$ cat src/rtl/vpe_solve_ctrl_if.sv
// vpe_solve_ctrl_if: clause-SRAM write handshake between loader and controller
interface vpe_solve_ctrl_if;
  logic valid;
  logic last;
  logic ready;
  logic stb;
  modport master (output valid, last, input ready, stb);
  modport slave (input valid, last, output ready, stb);
endinterface

$ cat src/rtl/vpe_solve_ctrl.sv
// vpe_solve_ctrl: mode/strobe sequencer for a VPE clause/variable array
module vpe_solve_ctrl #(
  parameter int NVAR = 60,
  parameter int EVAL_CYC = 3,
  parameter int ITER_W = 16
) (
  input  logic              clk,
  input  logic              rst,
  vpe_solve_ctrl_if.slave   wr,
  input  logic              load_start,
  input  logic              start,
  input  logic              abort,
  input  logic [5:0]        cfg_nvar,
  input  logic [ITER_W-1:0] cfg_max_iter,
  input  logic [ITER_W-1:0] cfg_stoch_iter,
  input  logic              cfg_merge,
  input  logic              cfg_vpre,
  input  logic              satisfy,
  output logic              sram_state,
  output logic              var_state,
  output logic              v_pre,
  output logic [NVAR-1:0]   vul_en,
  output logic              stochastic_mode,
  output logic              merge,
  output logic              busy,
  output logic              done,
  output logic              solved,
  output logic [ITER_W-1:0] iter_cnt
);
  localparam int IW = $clog2(NVAR + 1);
  localparam int EW = $clog2(EVAL_CYC + 1);
  typedef enum logic [2:0] {IDLE, LOAD, WRSTB, INIT, EVAL, UPD, CHECK, FIN} state_t;
  state_t state, nxt;
  logic [IW-1:0] nvar, nvar_n, idx, idx_n;
  logic [EW-1:0] ec, ec_n;
  logic [ITER_W-1:0] max_iter, max_n, stoch, stoch_n, iter_n;
  logic merge_sh, merge_sh_n, last_q, last_n, solved_n, go;
  logic ready_n, stb_n, sram_n, var_n, vpre_n, smode_n, merge_n, busy_n, done_n;
  logic [NVAR-1:0] vul_n;
  // Next-state, shadow-register and registered-output computation
  always_comb begin
    nxt = state;
    nvar_n = nvar;
    max_n = max_iter;
    stoch_n = stoch;
    merge_sh_n = merge_sh;
    idx_n = idx;
    iter_n = iter_cnt;
    solved_n = solved;
    last_n = last_q;
    go = 1'b0;
    case (state)
      IDLE:  begin
        nxt = load_start ? LOAD : IDLE;
        go = start && !load_start;
      end
      LOAD:  begin
        nxt = wr.valid ? WRSTB : LOAD;
        last_n = wr.valid ? wr.last : last_q;
      end
      WRSTB: nxt = last_q ? IDLE : LOAD;
      INIT:  nxt = (nvar == '0) ? CHECK : EVAL;
      EVAL:  nxt = (int'(ec) == EVAL_CYC - 1) ? UPD : EVAL;
      UPD:   begin
        nxt = (int'(idx) == int'(nvar) - 1) ? CHECK : EVAL;
        idx_n = (nxt == CHECK) ? '0 : idx + 1'b1;
      end
      CHECK: begin
        iter_n = (&iter_cnt) ? iter_cnt : iter_cnt + 1'b1;
        solved_n = satisfy;
        nxt = (satisfy || ({1'b0, iter_cnt} + 1'b1 >= {1'b0, max_iter})) ? FIN : EVAL;
      end
      FIN:   begin
        nxt = IDLE;
        go = start;
      end
      default: nxt = IDLE;
    endcase
    if (go) begin
      nxt = INIT;
      nvar_n = (int'(cfg_nvar) > NVAR) ? IW'(NVAR) : IW'(cfg_nvar);
      max_n = (cfg_max_iter == '0) ? ITER_W'(1) : cfg_max_iter;
      stoch_n = cfg_stoch_iter;
      merge_sh_n = cfg_merge;
      idx_n = '0;
      iter_n = '0;
      solved_n = 1'b0;
    end
    if (abort) begin
      solved_n = 1'b0;
      nxt = (state == IDLE) ? nxt : IDLE;
    end
    ec_n = (state == EVAL && nxt == EVAL) ? ec + 1'b1 : '0;
    ready_n = nxt == LOAD;
    stb_n = nxt == WRSTB;
    sram_n = nxt == LOAD || nxt == WRSTB;
    var_n = nxt == INIT;
    vpre_n = nxt == INIT && cfg_vpre;
    smode_n = (nxt == EVAL || nxt == UPD || nxt == CHECK) && iter_n < stoch_n;
    merge_n = (nxt == INIT || nxt == EVAL || nxt == UPD || nxt == CHECK) && merge_sh_n;
    busy_n = nxt != IDLE && nxt != FIN;
    done_n = nxt == FIN;
    vul_n = '0;
    for (int k = 0; k < NVAR; k++)
      vul_n[k] = (nxt == INIT && k < int'(nvar_n)) || (nxt == UPD && k == int'(idx_n));
  end
  always_ff @(posedge clk or posedge rst) begin
    if (rst) begin
      state <= IDLE;
      nvar <= '0;
      idx <= '0;
      ec <= '0;
      max_iter <= '0;
      stoch <= '0;
      merge_sh <= 1'b0;
      last_q <= 1'b0;
      wr.ready <= 1'b0;
      wr.stb <= 1'b0;
      sram_state <= 1'b0;
      var_state <= 1'b0;
      v_pre <= 1'b0;
      vul_en <= '0;
      stochastic_mode <= 1'b0;
      merge <= 1'b0;
      busy <= 1'b0;
      done <= 1'b0;
      solved <= 1'b0;
      iter_cnt <= '0;
    end else begin
      state <= nxt;
      nvar <= nvar_n;
      idx <= idx_n;
      ec <= ec_n;
      max_iter <= max_n;
      stoch <= stoch_n;
      merge_sh <= merge_sh_n;
      last_q <= last_n;
      wr.ready <= ready_n;
      wr.stb <= stb_n;
      sram_state <= sram_n;
      var_state <= var_n;
      v_pre <= vpre_n;
      vul_en <= vul_n;
      stochastic_mode <= smode_n;
      merge <= merge_n;
      busy <= busy_n;
      done <= done_n;
      solved <= solved_n;
      iter_cnt <= iter_n;
    end
  end
endmodule

$ cat src/flat_wrapper.sv
// flat-port wrapper written by rule: the top's interface ports become plain ports
module vpe_solve_ctrl_flat 
#(
  parameter int NVAR = 60,
  parameter int EVAL_CYC = 3,
  parameter int ITER_W = 16
)
  (clk, rst, load_start, start, abort, cfg_nvar, cfg_max_iter, cfg_stoch_iter, cfg_merge, cfg_vpre, satisfy, sram_state, var_state, v_pre, vul_en, stochastic_mode, merge, busy, done, solved, iter_cnt, wr_valid, wr_last, wr_ready, wr_stb);
  vpe_solve_ctrl_if wr_i ();
  input  logic clk;
  input  logic rst;
  input  logic load_start;
  input  logic start;
  input  logic abort;
  input  logic [5:0] cfg_nvar;
  input  logic [ITER_W-1:0] cfg_max_iter;
  input  logic [ITER_W-1:0] cfg_stoch_iter;
  input  logic cfg_merge;
  input  logic cfg_vpre;
  input  logic satisfy;
  output logic sram_state;
  output logic var_state;
  output logic v_pre;
  output logic [NVAR-1:0] vul_en;
  output logic stochastic_mode;
  output logic merge;
  output logic busy;
  output logic done;
  output logic solved;
  output logic [ITER_W-1:0] iter_cnt;
  input wire logic [$bits(wr_i.valid)-1:0] wr_valid;
  input wire logic [$bits(wr_i.last)-1:0] wr_last;
  output wire logic [$bits(wr_i.ready)-1:0] wr_ready;
  output wire logic [$bits(wr_i.stb)-1:0] wr_stb;
  assign wr_i.valid = wr_valid;
  assign wr_i.last = wr_last;
  assign wr_ready = wr_i.ready;
  assign wr_stb = wr_i.stb;
  vpe_solve_ctrl #(.NVAR(NVAR), .EVAL_CYC(EVAL_CYC), .ITER_W(ITER_W)) u_core (.clk(clk), .rst(rst), .wr(wr_i), .load_start(load_start), .start(start), .abort(abort), .cfg_nvar(cfg_nvar), .cfg_max_iter(cfg_max_iter), .cfg_stoch_iter(cfg_stoch_iter), .cfg_merge(cfg_merge), .cfg_vpre(cfg_vpre), .satisfy(satisfy), .sram_state(sram_state), .var_state(var_state), .v_pre(v_pre), .vul_en(vul_en), .stochastic_mode(stochastic_mode), .merge(merge), .busy(busy), .done(done), .solved(solved), .iter_cnt(iter_cnt));
endmodule
$ cat config.mk
export PLATFORM = sky130hd
export DESIGN_NAME = vpe_solve_ctrl_flat
export DESIGN_NICKNAME = d
export VERILOG_FILES = /design/src/rtl/vpe_solve_ctrl_if.sv /design/src/rtl/vpe_solve_ctrl.sv /design/src/flat_wrapper.sv
export SDC_FILE = /design/constraint.sdc
export NUM_CORES = 1
export LEC_CHECK = 0
export CAP_MARGIN = 20
export CORE_AREA = 2 2 150 152
export CTS_BUF_LIST = sky130_fd_sc_hd__clkbuf_8 sky130_fd_sc_hd__clkbuf_16
export DETAILED_ROUTE_END_ITERATION = 10
export DIE_AREA = 0 0 152 154
export GPL_ROUTABILITY_DRIVEN = 0
export PLACE_DENSITY = 0.54
export SYNTH_ARGS = -nofsm -noshare
export SYNTH_HDL_FRONTEND = slang
export SYNTH_SLANG_ARGS = --single-unit
$ cat constraint.sdc
create_clock -name clk -period 7.35 [get_ports clk]
set_input_delay 1.8375 -clock clk [delete_from_list [all_inputs] [get_ports clk]]
set_output_delay 1.8375 -clock clk [all_outputs]
set_load 0.05 [all_outputs]
Word level (Yosys, flattened, before mapping):

Cells that the tools add are included.

* bits in registers: 137
* word-level logic and storage cells: 394
* input bits: 48
* output and inout bits: 86

* muxes and demuxes: 27
* magnitude comparators: 63
* equality and inequality tests: 77
* reduce and logical (&&, ||, !) cells: 202
* add/sub/neg operators: 5

Operators with widths (number)
* == test 6 bit (first input constant): 32
* < comparator 6 bit (first input constant): 28
* logical AND 1 bit: 126
* == test 5 x 6 -> 1 bit (first input constant): 16
* < comparator 5 x 6 -> 1 bit (first input constant): 16
* 2-to-1 mux 16 bit: 5
* logical OR 1 bit: 67
* == test 4 x 6 -> 1 bit (first input constant): 8
* < comparator 4 x 6 -> 1 bit (first input constant): 8
* == test 7 x 32 -> 1 bit: 1
* 2-to-1 mux 6 bit: 5
* == test 3 bit (second input constant): 9
* < comparator 3 x 6 -> 1 bit (first input constant): 4
* case mux 3 bit (8 select lines): 1
* adder 16 x 1 -> 17 bit (second input constant): 1
* greater-or-equal comparator 17 x 16 -> 1 bit: 1
* adder 16 x 1 -> 16 bit (second input constant): 1
* logical NOT 16 bit: 1
* < comparator 16 bit: 1
* AND reduction 16 bit: 1
* == test 3 x 2 -> 1 bit (second input constant): 4
* == test 3 x 6 -> 1 bit (first input constant): 2
* logical NOT 6 bit: 2
* < comparator 1 x 6 -> 1 bit (first input constant): 2
* 17 further kinds: 32

Logic depth before layout (Yosys ltp):

Gate-level depths: netlist of the first run.

* depth in word-level cells: 13
* mapped depth: 16
* depth with buffers taken out: 14

Least setup slack after synthesis of the first run:

No wires, ideal clock.

* path kind: in2reg
* start: in load_start
* end: reg u_core.stochastic_mode
* path slack: 2.630 ns
* stages on the path: 15
* data required time: 7.251 ns
* path buffers: 4
* library setup time: 0.099 ns
* arrival time: 4.621 ns
* cell sequence: nor4_4 o21a_1 buf_2 buf_2 buf_1 buf_1 a21oi_1 ha_1 a21o_1 a21o_1 a21oi_1 nor2b_1 o21ai_0 o211ai_1 a311oi_1

* elaborated cells on any way between the ends: 17
* classes of those cells: order compare: 1; eq/ne: 3; mux: 8; reduce/logical: 5

RTL lines
* start, declared: line flat_wrapper.sv:12 `input logic load_start;`
* logical NOT 1 bit: line vpe_solve_ctrl.sv:55 `go = start && !load_start;`
* logical AND 1 bit: line vpe_solve_ctrl.sv:55
* case mux 1 bit (2 select lines): line vpe_solve_ctrl.sv:52 `case (state)`
* 2-to-1 mux 16 bit: line vpe_solve_ctrl.sv:79 `if (go) begin`
* net u_core.iter_n[4]: line vpe_solve_ctrl.sv:36 `logic [ITER_W-1:0] max_iter, max_n, stoch, stoch_n, iter_n;`
* < comparator 16 bit: line vpe_solve_ctrl.sv:99 `smode_n = (nxt == EVAL || nxt == UPD || nxt == CHECK) && iter_n < stoch_n;`
* logical AND 1 bit: line vpe_solve_ctrl.sv:99
* net u_core.smode_n: line vpe_solve_ctrl.sv:38 `logic ready_n, stb_n, sram_n, var_n, vpre_n, smode_n, merge_n, busy_n, done_n;`
* end signal, assigned: line vpe_solve_ctrl.sv:144 `stochastic_mode <= smode_n;`
* end, declared: line vpe_solve_ctrl.sv:23 `output logic stochastic_mode,`

The timed path passes the listed nets, and every way through them passes these cells.
A chain may end at the register's enable or synchronous reset.

Final worst setup path of the first run:

* start: in load_start
* end: reg u_core.vul_en[6]

* word-level cells in the longest chain between the ends: 9
* elaborated cells on any way between the ends: 17
* classes of those cells: order compare: 1; eq/ne: 3; mux: 8; reduce/logical: 5

RTL lines
* branches (longest 8 deep; another with < comparator 3 x 6 -> 1 bit)
* logical OR 1 bit *: line vpe_solve_ctrl.sv:105 `vul_n[k] = (nxt == INIT && k < int'(nvar_n)) || (nxt == UPD && k == int'(idx_n));`
* net u_core.vul_n[6]: line vpe_solve_ctrl.sv:39 `logic [NVAR-1:0] vul_n;`
* end signal, assigned: line vpe_solve_ctrl.sv:143 `vul_en <= vul_n;`
* end, declared: line vpe_solve_ctrl.sv:22 `output logic [NVAR-1:0] vul_en,`

Mark *: on every way through the listed nets, which the timed path passes.

==> out/qor.csv, run 1 <==
metric,value,unit
starting density of the core,34.4,%
P_sw,1.64,mW
period utilization,68.5,%
nature of the critical path startpoint,input port,
"Distinct cells, synth",79,
Tmin final,5.03,ns
Worst-Skew Late Latency,0.42,ns
Final TNS setup,0,ns
FF-to-FF End,u_core.vul_en[0]$_DFF_PP0_,
max frequency,0.199,GHz
asr flop ratio synth,100,%
die height,154,um
Max Cap Viol,0,
post-CTS resize count,0,
CTS max path bufs,2,
Worst Path Arrival,5.31,ns
fraction of layout cells with a size suffix above 1,9.74,%
fin nets,954,
DRT iter0 DRCs,439,
core footprint,21700,um^2
"Worst Path Class, Setup",input port to flip-flop,
CTS sink cnt,137,
first-pass GRT wire length,34700,um
Pint,2.08,mW
Max-slew headroom,33.4,%
Post-Syn Area,7460,um^2
Synth Warn #,0,
largest net degree at the start of global routing,81,
hold depth,1,
Post-synth top flop,dfrtp_1,
cell family with the largest share of critical-path delay,compound AO/OA/AOI/OAI gates,
Crit. End Element,flip-flop,
Hold Path End,u_core.ec[0]$_DFF_PP0_,
crit path max fanout,32,
sequential group share of total power,29.4,%
"IR drop worst, VDD",0.141,mV
CP max stage cell,o21a_2,
total CTS buffers,17,
post-layout worst setup margin,2.32,ns
Overflow after GRT,0,
Pre-antenna DRT Iters,5,
CTS H-tree depth,4,
sequence of cells on the critical path,clkdlybuf4s50_1 > nor4_4 > o21a_2 > buf_4 > mux2_2 > nor2_1 > nand2_1 > a21oi_1 > o32ai_1,
Avg Inst Size Synth,9.99,um^2
Comb pwr share,46.6,%
die area,23400,um^2
initial antenna violation count,0,
Hold Path Origin,u_core.ec[0]$_DFF_PP0_,
final WL,21700,um
sequential-to-total area share from yosys stat,45.9,%
Syn Inst Count,747,
Area growth syn-to-layout,29.0,%
WL/cell,18.7,um
Yosys reg bits,137,
FP Rows,54,
"Hold-fix buffers, CTS",0,
P per Cell Area,387,nW/um^2
drt via density,5.29,
Clock power frac,24.0,%
Finish-stage setup viols,0,
vias in the first global route,6050,
DRT antenna net count,0,
outcome,"finished, final reports clean",
diodes inserted,0,
port bufs,133,
CTS clock-pin slew for the worst setup and hold paths,0.06,ns
CTS tree,built,
root buffer cell,clkbuf_16,
clock skew,0.0115,ns
R2R cell count,13,
Placement Setup Slack,1.94,ns
flop-to-flop setup slack,3.06,ns
Syn Nets,831,
number of synthesized flops with an enable pin,0,
Final Hold Fails,0,
CP max stage delay,0.75,ns
post-CTS setup buffers,0,
sw frac,44.1,%
vias,6154,
die width,152,um
CP required,7.63,ns
RSZ-0062 raised after global routing,false,
Hold Path Class,flip-flop to flip-flop,
leakage power,4.20,nW
Slew @ Worst Pin,0.986,ns
drt drc,0,
io pins,134,
CP Buf/Inv Count,2,
Slew Limit Fails,0,
All-Layer GR Usage,18.8,%
HPWL Detailed,15600,um
r2r startpoint,u_core.iter_cnt[0]$_DFF_PP0_,
## Yosys cell counts, drive strengths merged, types with 2 or more instances
| library cell | count | share of area, % |
|---|---|---|
| buf | 23 | 1.8 |
| and2 | 7 | 0.62 |
| a21o | 7 | 0.72 |
| o21a | 3 | 0.30 |
| xor2 | 14 | 1.6 |
| o311ai | 2 | 0.23 |
| a41oi | 2 | 0.23 |
| a31oi | 2 | 0.25 |
| or2 | 6 | 0.50 |
| and3 | 7 | 0.67 |
| o211ai | 3 | 0.30 |
| clkbuf | 12 | 0.62 |
| mux2i | 22 | 3.2 |
| nand2b | 8 | 0.67 |
| inv | 49 | 2.5 |
| o32ai | 29 | 4.3 |
| ha | 36 | 6.0 |
| mux2 | 3 | 0.45 |
| nand3 | 29 | 2.4 |
| a211oi | 4 | 0.57 |
| o2111ai | 2 | 0.23 |
| nor2 | 46 | 2.3 |
| nor4 | 12 | 1.2 |
| a311oi | 2 | 0.47 |
| nand4 | 13 | 1.2 |
| o21ai | 42 | 2.9 |
| nor3 | 21 | 1.8 |
| nor2b | 7 | 0.59 |
| dfrtp | 137 | 46 |
| and4 | 2 | 0.23 |
| a21oi | 49 | 3.4 |
| or3 | 7 | 0.59 |
| xnor2 | 19 | 2.2 |
| nand2 | 69 | 3.5 |
| o22ai | 33 | 2.8 |
## power groups by stage
stage               registers [mW]  logic (mW)  clock network (mW)
floorplan                     1.40       0.920                   0
global placement              1.11        1.72                   0
detailed placement            1.11        1.71                   0
CTS                           1.10        1.72               0.909
global route                  1.12        1.88               0.946
finish                        1.09        1.73               0.894
## layout make-up
| type | instances | area [um^2] |
|---|---|---|
| flip-flops and latches | 137 | 3430 |
| well taps | 280 | 350 |
| inverters | 50 | 193 |
| multi-input cells | 525 | 3670 |
| fillers | 2071 | 12100 |
| clock inverters | 15 | 186 |
| clock buffers | 17 | 425 |
| repair buffers | 139 | 1380 |
## registers in the layout, summed over array words and instances, names as in the netlist, 2 cells and up
name and count:
u_core.ec 2, u_core.idx 6, u_core.iter_cnt 16, u_core.max_iter 16
u_core.nvar 6, u_core.state 3, u_core.stoch 16, u_core.vul_en 60
## worst max path at each step
stage,slack (ns),end,cells after the start,startpoint
final,2.32,u_core.vul_en[6]$_DFF_PP0_,9,load_start
after global routing,2.10,u_core.vul_en[6]$_DFF_PP0_,9,load_start
after CTS,2.38,u_core.vul_en[6]$_DFF_PP0_,9,load_start
after detailed placement,1.94,u_core.vul_en[4]$_DFF_PP0_,9,load_start
after global placement,2.00,u_core.vul_en[4]$_DFF_PP0_,9,load_start
after floorplan,1.84,u_core.busy$_DFF_PP0_,1,rst
## logic make-up (layout without fill, tap and decap cells)
group                      count (synthesis)  count (layout)  share of synthesized area (%)
adders and majority gates                 37              37                           6.17
xor gates and xnor gates                  33              33                           3.87
AOI/OAI and AO/OA                        188             188                           18.2
buffers and inverters                     85             221                           4.98
and+or+nand+nor                          242             242                           17.3
DFF                                      137             137                           45.9
muxes                                     25              25                           3.62
## cell usage in the layout (no fill, tap or decap), types with 8 or more instances in the layout
cell             instances
a21oi_1                 47
clkbuf_16               17
clkdlybuf4s50_1        133
dfrtp_1                137
ha_1                    36
inv_1                   46
mux2i_1                 20
nand2_1                 67
nand2b_1                 8
nand3_1                 26
nand4_1                 12
nor2_1                  46
nor3_1                  18
nor4_1                  11
o21ai_0                 39
o22ai_1                 33
o32ai_1                 20
o32ai_2                  9
xnor2_1                 19
xor2_1                  14
## per-layer routing
metal,GRT usage [%],up-vias,part of all wire (%)
li1,-,2953,-
met2,27.3,192,42
met4,4.94,0,1.1
met3,3.66,17,4.8
met1,28.6,2992,52
met5,0,-,0
## per-stage QoR
stage | hold slack (ns) | utilization (%) | instances | cell area [um^2] | power [mW]
6_report | 0.442 | 44.4 | 1163 | 9630 | 3.72
5_1_grt | 0.477 | 44.4 | 1163 | 9630 | 3.95
4_1_cts | 0.446 | 44.4 | 1163 | 9630 | 3.73
3_5_place_dp | 0.438 | 41.6 | 1131 | 9010 | 2.82
3_3_place_gp | 0.430 | 41.6 | 1131 | 9010 | 2.82
2_1_floorplan | 0.411 | - | 747 | 7460 | 2.32
(Power assumes the default switching activity.)
==> run 2, diff against run 1 <==
PLACE_DENSITY = 0.56   (was 0.54)
clock period = 4.6 ns   (was 7.35 ns; I/O delays follow)
==> out/qor.csv, run 2 (synthesis gave the netlist of run 1 again) <==
metric,value,unit,change
drt drc,0,,unchanged
Max-slew headroom,44.0,%,was 33.4%
P per Cell Area,610,nW/um^2,was 387 nW/um^2
"Most flops, register",u_core.vul_en,,unchanged
CTS max path bufs,2,,unchanged
All-Layer GR Usage,18.2,%,was 18.8%
most frequent cells in the layout,"137 x dfrtp_1, 133 x clkdlybuf4s50_1, 67 x nand2_1",,unchanged
CTS H-tree depth,4,,unchanged
Slew @ Worst Pin,0.838,ns,was 0.986 ns
max frequency,0.246,GHz,
"IR drop worst, VDD",0.239,mV,was 0.141 mV
CP max stage cell,a32o_1,,was o21a_2
"commonest non-fill, non-tap cell in the layout",dfrtp_1,,unchanged
Final TNS setup,0,ns,unchanged
initial antenna violation count,0,,unchanged
FP Rows,54,,unchanged
post-route design area,9770,um^2,was 9630 um^2
CP Buf/Inv Count,2,,unchanged
"Worst Path Class, Setup",flip-flop to flip-flop,,was input port to flip-flop
post-CTS resize count,0,,unchanged
die area,23400,um^2,unchanged
Largest register FFs,60,,unchanged
Tmin final,4.07,ns,
die height,154,um,unchanged
Overflow after GRT,0,,unchanged
DRT antenna net count,0,,unchanged
CP required,4.90,ns,was 7.63 ns
Pre-antenna DRT Iters,5,,unchanged
Comb pwr share,47.1,%,was 46.6%
CTS clock-pin slew for the worst setup and hold paths,0.06,ns,about the same
fraction of layout cells with a size suffix above 1,10.8,%,was 9.74%
"Cell Area, Placed",9160,um^2,was 9010 um^2
fillers,2030,,was 2071
Area growth syn-to-layout,30.9,%,was 29.0%
drt via density,5.29,,about the same
cell family with the largest share of critical-path delay,compound AO/OA/AOI/OAI gates,,unchanged
total CTS buffers,17,,unchanged
diodes inserted,0,,unchanged
port bufs,133,,unchanged
RSZ-0062 raised after global routing,false,,unchanged
CP max stage delay,0.53,ns,was 0.75 ns
Max Cap Viol,0,,unchanged
Worst-Skew Late Latency,0.42,ns,about the same
leakage power,4.28,nW,was 4.20 nW
CTS tree,built,,unchanged
first-pass GRT wire length,33800,um,was 34700 um
Finish-stage setup viols,0,,unchanged
HPWL Detailed,15800,um,was 15600 um
clock skew,0.0107,ns,was 0.0115 ns
fin nets,968,,was 954
DRT iter0 DRCs,508,,was 439
io pins,134,,unchanged
Final Hold Fails,0,,unchanged
vias in the first global route,6115,,was 6050
sw frac,43.1,%,was 44.1%
CTS sink cnt,137,,unchanged
Slew Limit Fails,0,,unchanged
starting density of the core,34.4,%,unchanged
outcome,"finished, final reports clean",,unchanged
sequence of cells on the critical path,ha_1 > nand3_1 > buf_4 > inv_1 > nand3_1 > xnor2_1 > ha_1 > nand4_1 > nor3_1 > a2111oi_4 > o31ai_1 > a32o_1 > nand2_1 > o32ai_1,,was clkdlybuf4s50_1 > nor4_4 > o21a_2 > buf_4 > mux2_2 > nor2_1 > nand2_1 > a21oi_1 > o32ai_1
Clock power frac,23.7,%,was 24.0%
period utilization,88.4,%,
root buffer cell,clkbuf_16,,unchanged
P_sw,2.57,mW,was 1.64 mW
nature of the critical path startpoint,flip-flop,,was input port
Crit. End Element,flip-flop,,unchanged
core footprint,21700,um^2,unchanged
post-CTS setup buffers,0,,unchanged
Pint,3.39,mW,was 2.08 mW
crit path max fanout,13,,was 32
Hold Path Class,flip-flop to flip-flop,,unchanged
"Hold-fix buffers, CTS",0,,unchanged
final WL,21000,um,was 21700 um
die width,152,um,unchanged
sequential group share of total power,29.3,%,was 29.4%
WL/cell,17.9,um,was 18.7 um
Worst Path Arrival,4.37,ns,was 5.31 ns
vias,6224,,was 6154
largest net degree at the start of global routing,84,,was 81
==> run 2: cell count changes in the layout (fill, tap and decap cells not counted) <==
| cell | delta |
|---|---|
| clkinvlp_4 | +2 |
| inv_8 | -1 |
| clkinv_2 | -2 |
| inv_1 | +2 |
| buf_12 | +3 |
| clkbuf_8 | +3 |
| clkinv_4 | -1 |
| buf_4 | +11 |
| inv_6 | -4 |
==> run 2: layer usage <==
| layer | global-route usage, % | part of all wire (%) |
|---|---|---|
| met1 | 27.9 | 50 |
| met2 | 26.0 | 44 |
| met3 | 3.07 | 5.2 |
| met4 | 5.79 | 1.1 |
| met5 | 0 | 0 |
==> run 2: power by group through the flow <==
stage          logic [mW]  registers (mW)  clock network [mW]
2_1_floorplan        1.47            2.23                   0
3_3_place_gp         2.77            1.76                   0
3_5_place_dp         2.79            1.76                   0
4_1_cts              2.79            1.75                1.44
5_1_grt              3.03            1.79                1.50
6_report             2.80            1.74                1.41
==> run 2: final cells by class <==
type                            instances  area [um^2]  share of cell area (%)
Multi-Input combinational cell        525         3670                    37.5
Tap cell                              280          350                    3.59
Sequential cell                       137         3430                    35.1
Clock inverter                         11          145                    1.49
Inverter                               50          191                    1.96
Timing Repair Buffer                  153         1520                    15.6
Clock buffer                           20          467                    4.78
==> run 2: worst paths after layout <==
kind,from,end,slack [ns],cells after the start
min,u_core.ec[0]$_DFF_PP0_,u_core.ec[0]$_DFF_PP0_,0.44,1
max reg2reg,u_core.iter_cnt[0]$_DFF_PP0_,u_core.vul_en[3]$_DFF_PP0_,0.53,14
min reg2reg,u_core.ec[0]$_DFF_PP0_,u_core.ec[0]$_DFF_PP0_,0.44,1
min in group asynchronous,rst,u_core.v_pre$_DFF_PP0_,1.25,2
max,u_core.iter_cnt[0]$_DFF_PP0_,u_core.vul_en[3]$_DFF_PP0_,0.53,14
max in group asynchronous,rst,u_core.idx[3]$_DFF_PP0_,2.45,3
==> run 2: worst reg2reg max path, stage by stage (launching register included) <==
cell and delay [ns]:
dfrtp_1 0.47, ha_1 0.25, nand3_1 0.17, buf_4 0.20, inv_1 0.05, nand3_1 0.14
xnor2_1 0.17, ha_1 0.31, nand4_1 0.14, nor3_1 0.34, a2111oi_4 0.11, o31ai_1 0.31
a32o_1 0.53, nand2_1 0.36, o32ai_1 0.40
==> run 2: per-stage QoR <==
step	instances	util, %	setup slack [ns]	power [mW]	hold WS (ns)
after CTS	1176	45.0	0.581	5.98	0.446
after global routing	1176	45.0	0.267	6.31	0.461
after global placement	1145	42.2	0.418	4.53	0.430
after floorplan	747	-	0.537	3.70	0.411
final	1176	45.0	0.532	5.96	0.440
after detailed placement	1145	42.2	0.327	4.55	0.439
==> run 3, diff against run 2 <==
CORE_AREA = 5 5 153 155   (was 2 2 150 152)
DIE_AREA = 0 0 158 160   (was 0 0 152 154)
==> out/qor.csv, run 3 (synthesis gave the netlist of run 1 again) <==
metric,value,unit,change
outcome,"finished, final reports clean",,unchanged
vias,6169,,was 6224
Slew Limit Fails,0,,unchanged
Finish-stage setup viols,0,,unchanged
initial antenna violation count,0,,unchanged
Final Hold Fails,0,,unchanged
io pins,134,,unchanged
drt drc,0,,unchanged
die area,25300,um^2,was 23400 um^2
CTS tree,built,,unchanged
Area growth syn-to-layout,31.1,%,was 30.9%
"IR drop worst, VDD",0.223,mV,was 0.239 mV
period utilization,90.2,%,was 88.4%
die height,160,um,was 154 um
All-Layer GR Usage,17.5,%,was 18.2%
Hold Path End,u_core.ec[0]$_DFF_PP0_,,unchanged
Hold Path Class,flip-flop to flip-flop,,unchanged
diodes inserted,0,,unchanged
flop-to-flop setup slack,0.45,ns,was 0.53 ns
sequential group share of total power,29.3,%,about the same
Hold Path Origin,u_core.ec[0]$_DFF_PP0_,,unchanged
RSZ-0062 raised after global routing,false,,unchanged
total CTS buffers,17,,unchanged
drt via density,5.23,,was 5.29
CP Launch Point,u_core.iter_cnt[0]$_DFF_PP0_,,unchanged
Hold WS,0.439,ns,was 0.440 ns
Largest register FFs,60,,unchanged
fraction of layout cells with a size suffix above 1,11.1,%,was 10.8%
HPWL Detailed,16500,um,was 15800 um
CTS max path bufs,2,,unchanged
most frequent cells in the layout,"137 x dfrtp_1, 133 x clkdlybuf4s50_1, 67 x nand2_1",,unchanged
vias in the first global route,6272,,was 6115
largest net degree at the start of global routing,49,,was 84
Clock power frac,23.5,%,was 23.7%
DRT iter0 DRCs,423,,was 508
root buffer cell,clkbuf_16,,unchanged
WL/cell,18.6,um,was 17.9 um
"Hold-fix buffers, CTS",0,,unchanged
"commonest non-fill, non-tap cell in the layout",dfrtp_1,,unchanged
starting density of the core,34.4,%,unchanged
fin nets,970,,was 968
P per Cell Area,609,nW/um^2,was 610 nW/um^2
CP required,4.91,ns,was 4.90 ns
crit path max fanout,13,,unchanged
"Worst Path Class, Setup",flip-flop to flip-flop,,unchanged
Max Cap Viol,0,,unchanged
CTS clock-pin slew for the worst setup and hold paths,0.06,ns,about the same
first-pass GRT wire length,34800,um,was 33800 um
core footprint,21700,um^2,unchanged
Max-slew headroom,39.3,%,was 44.0%
Worst-Skew Late Latency,0.43,ns,was 0.42 ns
FP Rows,54,,unchanged
R2R cell count,14,,unchanged
CP max stage delay,0.53,ns,about the same
Tmin final,4.15,ns,was 4.07 ns
hold depth,1,,unchanged
nature of the critical path startpoint,flip-flop,,unchanged
Final TNS setup,0,ns,unchanged
Worst Path Arrival,4.46,ns,was 4.37 ns
post-CTS resize count,0,,unchanged
Slew @ Worst Pin,0.909,ns,was 0.838 ns
sequence of cells on the critical path,ha_1 > nand3_1 > buf_4 > inv_1 > nand3_1 > xnor2_1 > ha_1 > nand4_1 > nor3_1 > a2111oi_4 > o31ai_1 > a32o_1 > nand2_1 > o32ai_1,,unchanged
max frequency,0.241,GHz,was 0.246 GHz
sw frac,43.7,%,was 43.1%
Comb pwr share,47.2,%,was 47.1%
P_sw,2.60,mW,was 2.57 mW
port bufs,133,,unchanged
clock skew,0.0198,ns,was 0.0107 ns
FF-to-FF End,u_core.vul_en[3]$_DFF_PP0_,,unchanged
CTS H-tree depth,4,,unchanged
Pint,3.35,mW,was 3.39 mW
die width,158,um,was 152 um
CTS sink cnt,137,,unchanged
Pre-antenna DRT Iters,5,,unchanged
r2r startpoint,u_core.iter_cnt[0]$_DFF_PP0_,,unchanged
CP max stage cell,dfrtp_1,,was a32o_1
final WL,21900,um,was 21000 um
DRT antenna net count,0,,unchanged
Crit. End Element,flip-flop,,unchanged
Overflow after GRT,0,,unchanged
post-CTS setup buffers,0,,unchanged
"Most flops, register",u_core.vul_en,,unchanged
leakage power,4.28,nW,about the same
==> run 3: cell types whose count changed in the layout (fill, tap and decap cells not counted), sizes merged <==
cell	delta
clkbuf	-3
clkinv	+1
inv	+1
clkinvlp	+2
buf	+2
==> run 3: worst max-delay path, delay by kind of cell, from the launching register on <==
family	cells	cell delay [ns]
xor+xnor	1	0.18
compound gates	4	1.37
fa+ha+maj	2	0.59
simple gates	5	1.09
flops	1	0.53
buf+inv	2	0.24
==> run 3: worst max-delay path by stage <==
stage | to | slack [ns]
after floorplan | u_core.vul_en[16]$_DFF_PP0_ | 0.54
after detailed placement | u_core.stochastic_mode$_DFF_PP0_ | 0.34
after global routing | u_core.vul_en[3]$_DFF_PP0_ | 0.09
after global placement | u_core.stochastic_mode$_DFF_PP0_ | 0.41
after CTS | u_core.vul_en[3]$_DFF_PP0_ | 0.49
final | u_core.vul_en[3]$_DFF_PP0_ | 0.45
==> run 3: through the flow <==
| step | instance area, um^2 | std cells | total power [mW] | worst slack (ns) | util (%) |
|---|---|---|---|---|---|
| after CTS | 9790 | 1179 | 5.98 | 0.488 | 45.1 |
| after global placement | 9180 | 1147 | 4.54 | 0.411 | 42.3 |
| final | 9790 | 1179 | 5.96 | 0.452 | 45.1 |
| after global routing | 9790 | 1179 | 6.32 | 0.0912 | 45.1 |
| after detailed placement | 9180 | 1147 | 4.56 | 0.338 | 42.3 |
| after floorplan | 7470 | 747 | 3.70 | 0.537 | - |
==> run 3: final cells by class <==
type                       instances  area (um^2)
fill                            2062        11900
inverter                          50          191
clock inverter                    15          176
multi-input combinational        525         3670
sequential                       137         3430
clock buffer                      17          425
tap                              280          350
timing repair buffer             155         1550
==> run 3: layer usage <==
layer | part of all wire (%) | vias up | routed length, um | track usage, %
met4 | 1.4 | 0 | 303 | 5.23
met3 | 5.6 | 19 | 1220 | 3.63
met5 | 0 | - | 0 | 0
met2 | 44 | 187 | 9730 | 25.5
li1 | - | 2981 | - | -
met1 | 49 | 2982 | 10700 | 26.0
==> run 3: power groups by stage <==
stage | registers (mW) | logic [mW] | clock network (mW)
after floorplan | 2.23 | 1.47 | 0
after global placement | 1.77 | 2.77 | 0
after detailed placement | 1.77 | 2.79 | 0
after CTS | 1.75 | 2.81 | 1.43
after global routing | 1.79 | 3.04 | 1.49
final | 1.75 | 2.81 | 1.40
